File: src/rtl/ucore_in_mailbox.sv
// rtl/ucore_in_mailbox.sv - valid/ready input mailbox FIFO feeding a ucore FSM core
// Optional feature macro: UCORE_MAILBOX_LEVEL_EN (adds core_level occupancy output)
module ucore_in_mailbox #(
  parameter int WIDTH = 32,
  parameter int DEPTH = 4
) (
  input  logic                     clk,
  input  logic                     aresetn,
  input  logic                     s_valid,
  output logic                     s_ready,
  input  logic [WIDTH-1:0]         s_data,
  output logic [WIDTH-1:0]         core_data,
  output logic                     core_avail,
  input  logic                     core_pop_tgl
`ifdef UCORE_MAILBOX_LEVEL_EN
  ,
  output logic [$clog2(DEPTH):0]   core_level
`endif
);

  localparam int AW = $clog2(DEPTH);
  localparam int CW = AW + 1;
  localparam logic [CW-1:0] FULL_COUNT = CW'(DEPTH);

  // Storage is deliberately not reset; only the pointers and count define validity.
  logic [WIDTH-1:0] mem [DEPTH];

  logic [AW-1:0] wr_ptr_q, wr_ptr_d;
  logic [AW-1:0] rd_ptr_q, rd_ptr_d;
  logic [CW-1:0] count_q,  count_d;
  logic          pop_seen_q;
  logic          s_ready_q, s_ready_d;

  logic pop_req;
  logic push_fire;
  logic pop_fire;
  logic not_empty;

  // Each change of the core's toggle register is one pop request; an empty
  // FIFO swallows it because pop_seen follows the toggle unconditionally.
  always_comb begin
    not_empty = (count_q != '0);
    pop_req   = (core_pop_tgl != pop_seen_q);
    push_fire = s_valid & s_ready_q;
    pop_fire  = pop_req & not_empty;
  end

  // Next-state pointers, occupancy and registered ready.
  always_comb begin
    wr_ptr_d  = wr_ptr_q;
    rd_ptr_d  = rd_ptr_q;
    count_d   = count_q;
    if (push_fire) begin
      wr_ptr_d = wr_ptr_q + AW'(1);
    end
    if (pop_fire) begin
      rd_ptr_d = rd_ptr_q + AW'(1);
    end
    case ({push_fire, pop_fire})
      2'b10:   count_d = count_q + CW'(1);
      2'b01:   count_d = count_q - CW'(1);
      default: count_d = count_q;
    endcase
    s_ready_d = (count_d != FULL_COUNT);
  end

  // Control state; reset drops ready so no handshake completes on release.
  always_ff @(posedge clk or negedge aresetn) begin
    if (!aresetn) begin
      wr_ptr_q   <= '0;
      rd_ptr_q   <= '0;
      count_q    <= '0;
      pop_seen_q <= 1'b0;
      s_ready_q  <= 1'b0;
    end else begin
      wr_ptr_q   <= wr_ptr_d;
      rd_ptr_q   <= rd_ptr_d;
      count_q    <= count_d;
      pop_seen_q <= core_pop_tgl;
      s_ready_q  <= s_ready_d;
    end
  end

  // Data array write on an accepted producer word.
  always_ff @(posedge clk) begin
    if (push_fire) begin
      mem[wr_ptr_q] <= s_data;
    end
  end

  // Head presentation; avail is masked while the core's own pop is pending.
  always_comb begin
    s_ready    = s_ready_q;
    core_data  = mem[rd_ptr_q];
    core_avail = not_empty & ~pop_req;
  end

`ifdef UCORE_MAILBOX_LEVEL_EN
  // Occupancy exposed so the core can branch on fill level.
  always_comb begin
    core_level = count_q;
  end
`endif

endmodule

File: config.mk
export PLATFORM = sky130hd
export DESIGN_NAME = ucore_in_mailbox
export DESIGN_NICKNAME = d
export VERILOG_FILES = /design/src/rtl/ucore_in_mailbox.sv
export SDC_FILE = /design/constraint.sdc
export NUM_CORES = 1
export LEC_CHECK = 0
export ABC_AREA = 1
export BUFFER_PORTS_ARGS = -buffer_cell sky130_fd_sc_hd__buf_4
export CORE_ASPECT_RATIO = 1.75
export CORE_MARGIN = 2
export CORE_UTILIZATION = 40
export CTS_BUF_LIST = sky130_fd_sc_hd__clkbuf_16
export CTS_CLUSTER_DIAMETER = 60
export DETAILED_ROUTE_END_ITERATION = 12
export HOLD_SLACK_MARGIN = 0.08
export PLACE_DENSITY = 0.56
export SYNTH_ARGS = -nofsm -noshare
export SYNTH_HDL_FRONTEND = slang
export SYNTH_SLANG_ARGS = --single-unit
export TNS_END_PERCENT = 5
File: constraint.sdc
create_clock -name clk -period 4.3 [get_ports clk]
set_clock_uncertainty 0.15 [all_clocks]
set_input_delay 0.215 -clock clk [delete_from_list [all_inputs] [get_ports clk]]
set_output_delay 0.215 -clock clk [all_outputs]
set_load 0.03 [all_outputs]
# Word level (Yosys, flattened, before mapping)
# Memory sizes are Yosys's and may differ from the RTL's.
# Cells that the tools add are included.
totals:
  register_bits: 9
  mem_bits_rw: 128
  input_bits: 36
  output_inout_bits: 34
  wordCells: 22
  n_memories: 1
memory_table:
  columns: ["name", "words", "word_bits", "rd", "rd_clocked_by_memory_dff", "write_ports", "line", "rtl"]
  rows:
  - ["mem", 4, 32, 1, 0, 1, "26", "logic [WIDTH-1:0] mem [DEPTH];"]
classes:
  add_sub_neg: 4
  n_eq_ne: 4
  muxes: 3
  bitwise_logic: 4
  reduce_logical: 1
ops:
  columns: ["op", "n"]
  rows:
  - ["$pmux 3 s2", 1]
  - ["$add 2x1->2 const B", 2]
  - ["$add 3x1->3 const B", 1]
  - ["$and 1x1->1", 3]
  - ["$ne 3x3->1 const B", 1]
  - ["$reduce_bool 3->1", 1]
  - ["$sub 3x1->3 const B", 1]
  - ["$eq 2x1->1 const B", 1]
  - ["$eq 2x2->1 const B", 1]
  - ["$mux 1", 2]
  - ["$ne 1x1->1", 1]
  - ["$not 1->1", 1]

# Logic depth before layout (Yosys ltp)
# Gate-level depths: netlist (run 1).
depth:
  depth_word: 5
  depth_mapped: 13

# Worst setup path after synthesis (run 1)
# No wires, ideal clock.
synth_path:
  kind: "register -> register"
  from: "register s_ready_q, in the netlist s_ready"
  to: "memory mem[0][0], enable pin"
  setup_ns: 0.421
  arrival_time_ns: 2.120
  t_required_ns: 3.729
  setup_slack_ns: 1.609
  stages_incl_launch_ff: 3
  n_path_buf: 0
  synth_period_minus_slack_ns: 2.691
  cell_sequence: "dfrtp_1 -> nand2_1 -> nor2_1"
synth_between:
  elab_chain_cells: 3
synth_rtl:
  columns: ["item", "line", "rtl"]
  rows:
  - ["start, declared", "32", "logic s_ready_q, s_ready_d;"]
  - ["start signal, assigned", "80", "s_ready_q <= s_ready_d;"]
  - ["$and 1x1->1", "44", "push_fire = s_valid & s_ready_q;"]
  - ["$mux 1", "86", "if (push_fire) begin"]
  - ["$mux 1 (implied by the code)", "87", "mem[wr_ptr_q] <= s_data;"]
  - ["end, declared", "26", null]
# Every way passes these cells.

# Final worst setup path (run 1)
layout_path:
  from: "register rd_ptr_q[0]"
  to: "output core_data[31]"
layout_between:
  elab_chain_cells: 1
layout_rtl:
  columns: ["item", "line", "rtl"]
  rows:
  - ["start, declared", "29", "logic [AW-1:0] rd_ptr_q, rd_ptr_d;"]
  - ["start signal, assigned", "77", "rd_ptr_q <= rd_ptr_d;"]
  - ["$mem_v2 4x32", null, null]
  - ["end, declared", "12", "output logic [WIDTH-1:0] core_data,"]
# Every way passes these cells.

==> impl_metrics.json, run 1 <==
{
  "final_max_slew_viol_count": 0,
  "maxSlewHeadroom_pct": 23.07,
  "row_count": 55,
  "start_util_pct": 41.03,
  "swShare_pct": 36.25,
  "die_w_um": 91.08,
  "drive_gt1_share_pct": 22.06,
  "hold_violations": 0,
  "sequentialPowerShare_pct": 34.2,
  "synth_area_um2": 5308,
  "yosys_warnings": 0,
  "avgSynthCellArea_um2": 14.38,
  "first_global_vias": 3191,
  "setup_viol": 0,
  "vdd_drop_max_uv": 601.2,
  "globalplace.congestion": 0.7111,
  "switchingPower_w": 0.001920,
  "die-area_um2": 14240,
  "worstSetupStartpointType": "register",
  "synth_nets": 411,
  "min_period_ns": 2.669,
  "r2r-start": "s_ready",
  "fillCellCount": 1154,
  "critPathArrivalTime_ns": 2.30,
  "drcViolationCount": 0,
  "hold_class": "in2reg",
  "drt_first_pass_iters": 5,
  "numPortBuffers": 69,
  "antenna_found_initial": 0,
  "fmaxAchievable_ghz": 0.3747,
  "hp-start": "s_valid",
  "nets": 515,
  "crit_start": "rd_ptr_q[0]",
  "clockPowerShare_pct": 29.1,
  "clk_path_buf_depth": 2,
  "grt_max_degree": 67,
  "end_kind": "primary output",
  "cts_resized": 0,
  "cts_made_buffers": 17,
  "fin_crit_sh_pct": 62.07,
  "grt_pass1_wl_um": 16940,
  "crit_required_ns": 3.93,
  "cts_tree": "yes",
  "status": "completed",
  "cts.sinks": 137,
  "vias_per_cell": 5.037,
  "final.setup.tns_ns": 0,
  "power_leakage_nw": 2.491,
  "clk-insertion-delay-late_ns": 0.41,
  "p_int_w": 0.003376,
  "core_um2": 12940,
  "htreeDepth": 4,
  "hpwl_um": 5940,
  "worst_slew_pin_slew_ns": 1.152,
  "power_density_nw_per_um2": 770.6,
  "ys_ff_latch": 137,
  "synthCells": 369,
  "die_h_um": 156.4,
  "wire_per_inst_um": 16.53,
  "vias": 3304,
  "setup.worst_path.class": "reg2out",
  "cts-root-buf": "clkbuf_16",
  "post-route-util_pct": 53.12,
  "initialDrtViolationCount": 220,
  "n_antenna_cell": 0,
  "grt-ovfl-total": 0,
  "ys_seq_area_share_pct": 76.66,
  "crit_fanout": 65,
  "ys_types": 23,
  "cap_violations": 0,
  "ant_nets": 0,
  "rsz0062_at_grt": "no",
  "wirelength_um": 10840,
  "pwr-share-comb_pct": 36.7,
  "io_pins": 70,
  "hold-worst-slack_ns": 0.2903,
  "cts.clk_slew.worst_paths_ns": 0.06,
  "areaGrowthSynthToFinish_pct": 29.49,
  "grt_usage_pct": 15.88
}
## kinds of logic (layout without fill, tap and decap cells)
logic type / count (synthesis) / after routing / share of synthesized area [%]
fa+ha+maj: 6 / 6 / 1.556
flops: 137 / 137 / 76.66
compound gates: 99 / 99 / 10.11
xor+xnor: 4 / 4 / 0.6602
simple gates: 87 / 87 / 6.294
buf+inv: 36 / 152 / 4.715
## worst max-delay path, cell delays in order (launching register included)
cell,delay [ns]
dfrtp_2,0.40
inv_2,0.82
o21ai_0,0.18
o22ai_1,0.25
buf_4,0.21
## timing repair
item                      CTS  global route
hold buffers               35             0
hold endpoints to repair  140             0
setup buffers               0             0
## metal layers
metal	track usage [%]	vias up	routed length, um
met5	0	-	0
met4	7.071	0	194
met1	18.56	1657	4473
met2	27.65	66	5803
met3	3.804	15	371
li1	-	1566	-
## synth_stat cells, drive strengths merged
| master | instances | area (um^2) |
|---|---|---|
| a21oi | 1 | 5.000 |
| a31oi | 1 | 6.260 |
| buf | 15 | 152.7 |
| clkbuf | 6 | 41.29 |
| dfrtp | 9 | 225.2 |
| edfxtp | 128 | 3844 |
| fa | 1 | 20.02 |
| ha | 5 | 62.56 |
| inv | 15 | 56.31 |
| nand2 | 12 | 45.04 |
| nand3 | 4 | 20.02 |
| nand4 | 1 | 6.260 |
| nor2 | 70 | 262.8 |
| o21ai | 65 | 325.3 |
| o22ai | 32 | 200.2 |
| xnor2 | 1 | 8.760 |
| xor2 | 3 | 26.28 |
## worst paths after layout
kind	to	slack [ns]	depth (start not counted)
setup / recovery	core_data[31]	1.63	4
hold / removal	wr_ptr_q[1]	0.29	4
setup reg to reg	mem[1][1]	2.13	2
hold reg to reg	count_q[2]	0.34	2
max in group asynchronous	rd_ptr_q[0]	3.01	3
min in group asynchronous	wr_ptr_q[1]	0.67	3
## cell usage in the layout, fill, tap and decap left out, drive strengths merged
| cell type | Yosys | routed |
|---|---|---|
| a21oi | 1 | 1 |
| nand2 | 12 | 12 |
| inv | 15 | 15 |
| dfrtp | 9 | 9 |
| xor2 | 3 | 3 |
| bufinv | 0 | 5 |
| clkbuf | 6 | 17 |
| ha | 5 | 5 |
| nand3 | 4 | 4 |
| dlygate4sd3 | 0 | 35 |
| nor2 | 70 | 70 |
| clkinv | 0 | 7 |
| nand4 | 1 | 1 |
| edfxtp | 128 | 128 |
| buf | 15 | 71 |
| o22ai | 32 | 32 |
| a31oi | 1 | 1 |
| clkinvlp | 0 | 2 |
| fa | 1 | 1 |
| o21ai | 65 | 65 |
| xnor2 | 1 | 1 |
## metrics by stage
stage / area, um^2 / cells / worst slack [ns] / total power, W
2_1_floorplan: 5308 / 369 / 1.609 / 0.003211
3_3_place_gp: 5892 / 590 / 2.086 / 0.003766
3_5_place_dp: 5892 / 590 / 2.085 / 0.003791
4_1_cts: 6873 / 656 / 1.636 / 0.005357
5_1_grt: 6873 / 656 / 1.479 / 0.005573
6_report: 6873 / 656 / 1.631 / 0.005296
## power groups by stage
stage	registers (W)	logic (W)	clock network [W]
after floorplan	0.00184	0.00138	0
after global placement	0.00183	0.00193	0
after detailed placement	0.00184	0.00195	0
after CTS	0.00181	0.00198	0.00156
after global routing	0.00184	0.00212	0.00162
final	0.00181	0.00194	0.00154
## layout make-up
type	count	area [um^2]	area share, %
clock buffers	17	425.4	6.190
clock inverters	14	205.2	2.986
inverters	15	56.30	0.8192
multi-input cells	196	1018	14.82
flip-flops and latches	137	4070	59.22
well taps	171	214.0	3.113
repair buffers	106	883.3	12.85
## flip-flops by register name (all words and copies together) (netlist names)
| name | flops |
|---|---|
| count_q | 3 |
| mem | 128 |
| pop_seen_q | 1 |
| rd_ptr_q | 2 |
| s_ready | 1 |
| wr_ptr_q | 2 |
Power figures use the tool's default switching activity.
==> run 2, diff against run 1 <==
==> constraint.sdc (replaced) <==
create_clock -name clk -period 2.5 [get_ports clk]
set_clock_uncertainty 0.15 [all_clocks]
set_input_delay 0.125 -clock clk [delete_from_list [all_inputs] [get_ports clk]]
set_output_delay 0.125 -clock clk [all_outputs]
set_load 0.03 [all_outputs]
==> impl_metrics.json, run 2 (same netlist as run 1, synthesis figures left out) <==
{
  "status": "completed",
  "nets": 524,
  "crit_fanout": 32,
  "hold_class": "in2reg",
  "setup_viol": 0,
  "die_h_um": 156.4,
  "final_cell_mix": "edfxtp_1, buf_4, nor2_1",
  "power_leakage_nw": 2.525,
  "vdd_drop_max_uv": 746.4,
  "htreeDepth": 4,
  "regMostFlops": "mem",
  "wirelength_um": 11080,
  "cts.clk_slew.worst_paths_ns": 0.06,
  "final_common_cell": "edfxtp_1",
  "fillCellCount": 1115,
  "vias": 3299,
  "drt_first_pass_iters": 4,
  "min_period_ns": 2.295,
  "io_pins": 70,
  "multi_input_comb_area_um2": 1018,
  "largest_reg_flops": 128,
  "setup_ws_ns": 0.2048,
  "cts.sinks": 137,
  "cts_tree": "yes",
  "post_dp_cell_area_um2": 6015,
  "clk_path_buf_depth": 2,
  "cts_resized": 0,
  "cts_made_buffers": 17,
  "die-area_um2": 14240,
  "first_global_vias": 3489,
  "n_antenna_cell": 0,
  "core_um2": 12940,
  "end_kind": "primary output",
  "hpwl_um": 6439,
  "cts_post_setup_buffers_inserted": 0,
  "instances_no_fill": 666,
  "crit_required_ns": 2.23,
  "numPortBuffers": 69,
  "largest_registers": "mem: 128 flops, count_q: 3 flops",
  "initialDrtViolationCount": 199,
  "cts-root-buf": "clkbuf_16",
  "hold-worst-slack_ns": 0.2338,
  "worst_slew_pin_slew_ns": 0.6509,
  "rsz0062_at_grt": "no",
  "clk-insertion-delay-late_ns": 0.41,
  "grt_usage_pct": 16.67,
  "ant_nets": 0,
  "final.setup.tns_ns": 0,
  "vias_per_cell": 4.953,
  "grt_pass1_wl_um": 17880,
  "place_ws_ns": 0.3947,
  "worstSetupStartpointType": "register",
  "globalplace.congestion": 0.7138,
  "fin_area_um2": 6937,
  "row_count": 55,
  "drive_gt1_share_pct": 23.03,
  "die_w_um": 91.08,
  "final_max_slew_viol_count": 0,
  "ff_latch_area_um2": 4070,
  "grt-ovfl-total": 0,
  "maxSlewHeadroom_pct": 56.54,
  "fmaxAchievable_ghz": 0.4357,
  "placed_cells": 598,
  "drcViolationCount": 0,
  "critPathArrivalTime_ns": 2.02,
  "antenna_found_initial": 0,
  "areaGrowthSynthToFinish_pct": 30.69,
  "fin_crit_sh_pct": 91.81,
  "cap_violations": 0,
  "start_util_pct": 41.03,
  "wire_per_inst_um": 16.64,
  "power_density_nw_per_um2": 1290,
  "setup.worst_path.class": "reg2out",
  "grt_max_degree": 55,
  "hold_violations": 0
}
-- run 2: metrics by stage --
step	util [%]	total power (W)
final	53.62	0.008951
after global routing	53.62	0.009449
after CTS	53.62	0.009055
after detailed placement	46.49	0.006657
after global placement	46.49	0.006599
after floorplan	-	0.005524
-- run 2: what timing repair did --
| action | CTS | global route |
|---|---|---|
| hold endpoints to repair | 142 | 0 |
| endpoints found under the setup margin | 0 | 0 |
| hold buffers | 36 | 0 |
-- run 2: worst paths after layout --
check                                  start       endpoint  slack [ns]  cells after the start
worst max-delay path             rd_ptr_q[1]  core_data[30]        0.20                      4
worst min-delay path            core_pop_tgl     pop_seen_q        0.23                      2
worst max register to register    count_q[0]        s_ready        0.39                     10
worst min register to register    count_q[2]     count_q[2]        0.35                      2
max in group asynchronous            aresetn    rd_ptr_q[0]        1.28                      3
min in group asynchronous            aresetn    wr_ptr_q[0]        0.61                      3
-- run 2: final cells by class --
cell class	count	share of cell area, %
Timing Repair Buffer	115	14.65
Sequential cell	137	58.68
Clock inverter	15	1.966
Tap cell	171	3.084
Clock buffer	17	6.133
Inverter	15	0.8117
Multi-Input combinational cell	196	14.68
-- run 2: critical path: stages, from the launching register on --
cell     delay (ns)
dfrtp_1        0.38
inv_2          0.48
o21ai_0        0.22
o22ai_1        0.30
buf_4          0.23
-- run 2: where the power goes --
| part | total (W) | switching, W | internal (W) |
|---|---|---|---|
| clock network | 0.00236 | 0.000909 | 0.00145 |
| logic | 0.00348 | 0.00233 | 0.00115 |
| registers | 0.00311 | 0.000112 | 0.00300 |
-- run 2: layer usage --
| layer | vias up | wire length (um) | part of all wire [%] | track usage (%) |
|---|---|---|---|---|
| met5 | - | 0 | 0 | 0 |
| met4 | 0 | 213 | 1.9 | 7.287 |
| met3 | 17 | 416 | 3.8 | 4.766 |
| met2 | 69 | 6044 | 55 | 30.09 |
| met1 | 1632 | 4410 | 40 | 18.06 |
| li1 | 1581 | - | - | - |
